==> config.mk <==
export PLATFORM = sky130hd
export DESIGN_NAME = cu_read_command_arbiter
export DESIGN_NICKNAME = d
export VERILOG_FILES = /design/src/rtl/cu_read_command_arbiter_pkg.sv /design/src/rtl/cu_read_command_arbiter_rr_priority_select.sv /design/src/rtl/cu_read_command_arbiter.sv
export SDC_FILE = /design/constraint.sdc
export NUM_CORES = 1
export LEC_CHECK = 0
export ABC_CLOCK_PERIOD_IN_PS = 3100
export BUFFER_PORTS_ARGS = -buffer_cell sky130_fd_sc_hd__buf_2
export CAP_MARGIN = 10
export CORE_ASPECT_RATIO = 0.8
export CORE_UTILIZATION = 42
export DETAILED_ROUTE_END_ITERATION = 12
export PLACE_DENSITY_LB_ADDON = 0.1
export SLEW_MARGIN = 30
export SYNTH_ARGS = -nofsm -noshare
export SYNTH_HDL_FRONTEND = slang
export SYNTH_SLANG_ARGS = --single-unit
==> constraint.sdc <==
create_clock -name i_clock -period 3.1 [get_ports i_clock]
set_input_delay 0 -clock i_clock [delete_from_list [all_inputs] [get_ports i_clock]]
set_output_delay 0 -clock i_clock [all_outputs]
set_load 0.01 [all_outputs]
==> src/rtl/cu_read_command_arbiter_pkg.sv <==
// cu_read_command_arbiter_pkg: shared types and constants for the CU read-command arbiter
package cu_read_command_arbiter_pkg;
  localparam int CU_READ_ARB_NUM_REQ = 3;
  localparam int CU_READ_ARB_MAX_OUTSTANDING = 16;
  typedef enum logic [1:0] {IDLE, GRANT, CAPTURE, DRAIN} ArbiterState;
  typedef struct packed {
    logic        valid;
    logic [31:0] address;
    logic [7:0]  size;
  } CommandBufferLine;
  typedef struct packed {
    logic alfull;
  } BufferStatus;
endpackage

==> src/rtl/cu_read_command_arbiter_rr_priority_select.sv <==
// rr_priority_select: picks the first eligible requester at or after the round-robin pointer
module rr_priority_select #(
  parameter int NUM_REQ = 3,
  localparam int IW = (NUM_REQ > 1) ? $clog2(NUM_REQ) : 1
) (
  input  logic [NUM_REQ-1:0] i_eligible,
  input  logic [IW-1:0]      i_ptr,
  output logic [NUM_REQ-1:0] o_onehot,
  output logic [IW-1:0]      o_index,
  output logic               o_any
);
  // Scan from farthest to nearest so the nearest eligible slot is the one left standing
  always_comb begin
    o_onehot = '0;
    o_index = '0;
    for (int k = NUM_REQ - 1; k >= 0; k--) begin
      if (|(i_eligible & (NUM_REQ'(1) << ((int'(i_ptr) + k) % NUM_REQ)))) begin
        o_onehot = NUM_REQ'(1) << ((int'(i_ptr) + k) % NUM_REQ);
        o_index = IW'((int'(i_ptr) + k) % NUM_REQ);
      end
    end
  end
  assign o_any = |i_eligible;
endmodule

==> src/rtl/cu_read_command_arbiter.sv <==
// cu_read_command_arbiter: round-robin sharing of the CU read-command channel among requester FIFOs
module cu_read_command_arbiter
  import cu_read_command_arbiter_pkg::*;
#(
  parameter int NUM_REQ = CU_READ_ARB_NUM_REQ,
  parameter int MAX_OUTSTANDING = CU_READ_ARB_MAX_OUTSTANDING,
  localparam int IW = (NUM_REQ > 1) ? $clog2(NUM_REQ) : 1,
  localparam int CW = $clog2(MAX_OUTSTANDING + 1)
) (
  input  logic                             i_clock,
  input  logic                             i_rstn,
  input  logic                             i_enabled,
  input  logic [NUM_REQ-1:0]               i_request,
  input  CommandBufferLine [NUM_REQ-1:0]   i_command,
  input  logic [NUM_REQ-1:0]               i_response_done,
  input  BufferStatus                      i_read_buffer_status,
  output logic [NUM_REQ-1:0]               o_grant,
  output CommandBufferLine                 o_read_command,
  output logic [NUM_REQ-1:0][CW-1:0]       o_outstanding,
  output logic                             o_arbiter_idle
);
  ArbiterState r_state;
  logic r_en;
  logic [IW-1:0] r_ptr, r_idx, w_next_ptr, w_sel_ptr, w_sel_idx;
  logic [NUM_REQ-1:0] r_grant, w_eligible, w_onehot;
  logic w_any, w_capture, w_cap_valid;
  CommandBufferLine r_cmd, w_cap_cmd;
  logic [NUM_REQ-1:0][CW-1:0] w_cnt;

  assign w_capture = (r_state == CAPTURE) || (r_state == DRAIN);
  assign w_cap_cmd = i_command[r_idx];
  assign w_cap_valid = w_capture && w_cap_cmd.valid;
  assign w_next_ptr = (r_idx == IW'(NUM_REQ - 1)) ? '0 : r_idx + IW'(1);
  assign w_sel_ptr = (r_state == CAPTURE) ? w_next_ptr : r_ptr;

  // A capture landing this cycle already counts against its requester's credit
  always_comb begin
    w_eligible = '0;
    for (int i = 0; i < NUM_REQ; i++)
      w_eligible[i] = i_request[i] && !i_read_buffer_status.alfull &&
        (int'(w_cnt[i]) + int'(w_cap_valid && r_idx == IW'(i)) < MAX_OUTSTANDING);
  end

  rr_priority_select #(.NUM_REQ(NUM_REQ)) u_select (
    .i_eligible(w_eligible),
    .i_ptr(w_sel_ptr),
    .o_onehot(w_onehot),
    .o_index(w_sel_idx),
    .o_any(w_any)
  );

  // Grant/capture sequencer; grant and command outputs are registered and default low
  always_ff @(posedge i_clock or negedge i_rstn) begin
    if (!i_rstn) begin
      r_state <= IDLE;
      r_en <= 1'b0;
      r_ptr <= '0;
      r_idx <= '0;
      r_grant <= '0;
      r_cmd <= '0;
    end else begin
      r_en <= i_enabled;
      r_grant <= '0;
      r_cmd <= '0;
      case (r_state)
        IDLE: if (r_en && w_any) begin
          r_state <= GRANT;
          r_grant <= w_onehot;
          r_idx <= w_sel_idx;
        end
        GRANT: r_state <= r_en ? CAPTURE : DRAIN;
        default: begin
          r_cmd <= w_cap_cmd.valid ? w_cap_cmd : '0;
          r_ptr <= w_next_ptr;
          if (r_state == CAPTURE && r_en && w_any) begin
            r_state <= GRANT;
            r_grant <= w_onehot;
            r_idx <= w_sel_idx;
          end else r_state <= IDLE;
        end
      endcase
    end
  end

  for (genvar i = 0; i < NUM_REQ; i++) begin : g_credit
    logic [CW-1:0] r_cnt;
    logic w_inc, w_dec;
    assign w_inc = w_cap_valid && r_idx == IW'(i);
    assign w_dec = i_response_done[i];
    // Capture consumes a credit, completion returns one; both together cancel, empty saturates
    always_ff @(posedge i_clock or negedge i_rstn) begin
      if (!i_rstn) r_cnt <= '0;
      else if (w_inc && !w_dec) r_cnt <= r_cnt + CW'(1);
      else if (w_dec && !w_inc && r_cnt != '0) r_cnt <= r_cnt - CW'(1);
    end
    assign w_cnt[i] = r_cnt;
    a_no_credit_underflow: assert property (@(posedge i_clock) disable iff (!i_rstn)
      !(w_dec && !w_inc && r_cnt == '0));
  end

  assign o_grant = r_grant;
  assign o_read_command = r_cmd;
  assign o_outstanding = w_cnt;
  assign o_arbiter_idle = (r_state == IDLE) && ~|w_cnt && !r_cmd.valid;
endmodule

==> run metrics <==
status=finished clean; Internal Pwr Total=2.72 mW; width of the die=108 um; number of gates on the worst path with buffers counted=9; DRT iter0 DRCs=129; layout-stage area growth over the synthesis result=47.3%; Synth async-reset ratio=1.00; Worst R2R Start=r_idx[1]; Filler Cell Count=736; clock transition at the register clock pins on the worst setup and hold paths after CTS=0.08 ns; worst-path cell chain=nor2_1, mux2i_1, inv_1, ha_1, nor4bb_1, o21ai_0, and3_1, a311oi_1, o31ai_1; P_leak=2.84 nW; main area contributors after synthesis=dfrtp_1, mux2i_1, nor2_1; critical register-to-register path endpoint=r_idx[1]; Total Wirelength=10,400 um; number of buffers between clock root and the deepest sink=2; Yosys warning total=0; Top Ports=193; number of detailed-route iterations in the first pass=4; cell depth of the worst flop-to-flop path=9; count of cell types in the netlist=46; data required time of the critical path=3.29 ns; total via count after detailed routing=3,716; measured slew at the worst slew-check pin=0.582 ns; termination of the worst setup path=r_idx[1]; post-layout minimum cycle time=2.71 ns; maximum number of pins on one net before global-route repair=42; TritonCTS clock tree=yes; overall track demand over capacity in global routing=0.228; gate count after technology mapping=386; input/output buffers=192; Max Clock Freq=0.369 GHz; share of total power in sequential cells=0.300; post-synth net total=535; worst-case register-to-register setup slack=0.39 ns; Slew Viols, Final=0; maximum ir drop on the vdd rail=0.464 mV; net load switching power=1.83 mW; Total Neg Setup Slack=0 ns; sequential-to-total area share from yosys stat=0.438; height of the die=86.7 um; arrival time of the worst setup path=2.90 ns; top cells by count, synth=nor2_1, dfrtp_1, a21oi_1, mux2i_1, ha_1; P per Cell Area=820 mW/mm^2; largest incremental delay on the critical path=0.61 ns; number of nets at the end of the flow=769; Gate power share=0.509; most used standard cell by instance count after synthesis=nor2_1; Placer Congestion=0.912; number of hold-slack violations in the final timing report=0; clock network latency to the later pin of the worst-skew pair=0.34 ns; H-Tree Depth=3; number of clock buffers inserted by TritonCTS=9; number of rows created at floorplan=30; worst setup path startpoint=r_idx[1]; maximum fanout along the worst path=15; hold crit path type=in -> reg; Avg Vias per Cell=5.04; Worst setup SP type=flop; Core Region=0.00860 mm^2; Avg Synthesized Cell Area=9.76 um^2; layout cell share with drive strength beyond 1=0.384; number of violations of the max-capacitance limit=0; Routed wire per std cell=14.1 um; first-pass GRT wire length=16,400 um; antenna violations before repair=0; largest clock skew in the final design=0.0125 ns; number of setup violations in the final report=0; total global routing overflow=0; register bit count reported by yosys=66; delay-heaviest family, CP=compound AO/OA/AOI/OAI gates; slowest library cell on the worst path=dfrtp_2; Starting Density=0.438; count of nets left with antenna violations after detail routing=0; die area=0.00936 mm^2; Synth Cell Area=0.00377 mm^2; via count of the first global-routing pass=3,550; unrepaired setup endpoints after global routing=false; sum of buffers and inverters on the critical path=1; element type at the critical path end=flop; Yosys top cell area share=0.438; count of clock tree sinks=66; top cell type by total area after synthesis=dfrtp_1; path type of the worst setup path=reg -> reg; Final Hold Slack=0.0144 ns; most used flip-flop cell after synthesis=dfrtp_1; relative max-transition margin=0.612; HPWL reported at the end of detailed placement=7510 um; Residual DRC=0; number of synthesized flops with an enable pin=0; fin crit share=0.874; Clock Root Buffer=clkbuf_8; Sw Share=0.402; clock network fraction of total power=0.191; Diodes inserted=0
## layer usage
metal  up-vias  track usage  wire length (um)
li1       1815            -                 -
met1      1751        0.274              4280
met2       139        0.395              5240
met3        11       0.0692               742
met4         0       0.0648               114
met5         -            0                 0
## layout make-up
type	count	area (um^2)	share of cell area
multi-input cells	291	2000	0.360
clock buffers	10	128	0.0230
well taps	112	140	0.0253
flip-flops and latches	66	1650	0.298
inverters	7	26.3	0.00474
repair buffers	245	1490	0.268
clock inverters	6	114	0.0205
## worst min-delay path by stage
stage                        from                   end  slack (ns)  cells after the start
floorplan                  i_rstn  g_credit[0].r_cnt[0]       -0.30                      0
global placement        i_enabled                  r_en        0.11                      1
detailed placement         i_rstn  g_credit[1].r_cnt[1]        0.01                      1
CTS                 i_command[25]    o_read_command[25]       0.002                      5
global route        i_command[29]    o_read_command[29]        0.02                      5
finish              i_command[25]    o_read_command[25]        0.01                      5
## power groups by stage
stage	clock network (mW)	logic (mW)	registers, mW
floorplan	0	1.60	1.38
global placement	0	2.21	1.38
detailed placement	0	2.27	1.38
CTS	0.898	2.33	1.37
global route	0.945	2.59	1.41
finish	0.868	2.32	1.36
## state kept, by name, summed over array words and instances (netlist names)
name,flops
o_read_command,41
g_credit.r_cnt,15
o_grant,3
r_idx,2
r_ptr,2
r_state,2
r_en,1
## cell families (layout without fill, tap and decap cells)
family	Yosys count	count (layout)	synth area share
compound gates	77	77	0.133
xor+xnor	12	12	0.0279
fa+ha+maj	16	16	0.0591
buf+inv	29	268	0.0329
flops	66	66	0.438
mux	57	57	0.155
simple gates	129	129	0.154
## what timing repair did
item                                   CTS  global route
hold buffers                            43             0
buffers inserted                         0             0
endpoints found under the hold margin   62             0
gates resized for setup                  0             0
## tightest hold or removal path, cell delays in order
cell and delay (ns):
buf_2 0.07, mux2i_1 0.05, nor2_1 0.08, a21oi_1 0.05, nor2_1 0.07
## per-stage QoR
step                cells  setup WS (ns)  total power [mW]  utilization  area [um^2]
finish                737          0.390              4.55        0.645         5550
global route          737          0.167              4.94        0.645         5550
CTS                   737          0.437              4.60        0.645         5550
detailed placement    678          0.475              3.65        0.567         4880
global placement      677          0.608              3.59        0.564         4850
floorplan             386          0.246              2.98            -         3770
## layout by cell type, fill, tap and decap left out, types with 2 or more instances in the layout
master           n
or2_2            3
xnor2_1          3
clkbuf_8         9
o31ai_1          2
inv_1            7
nor3_1           4
nand3_1          6
dfrtp_1         64
clkinvlp_4       2
a31oi_1          2
nand4_1          3
buf_4            9
a21oi_1         46
xor2_1           9
nand2_1          9
nor2_1          92
dlygate4sd3_1   43
fa_1             3
o21ai_0          2
o211a_1          2
buf_2          192
a311oi_1         3
dfrtp_2          2
a21o_1           7
o211ai_1         3
mux2_2          11
nand2b_1         2
ha_1            13
mux2i_1         46
bufinv_16        3
No activity file was read; power rests on OpenSTA's default activity.
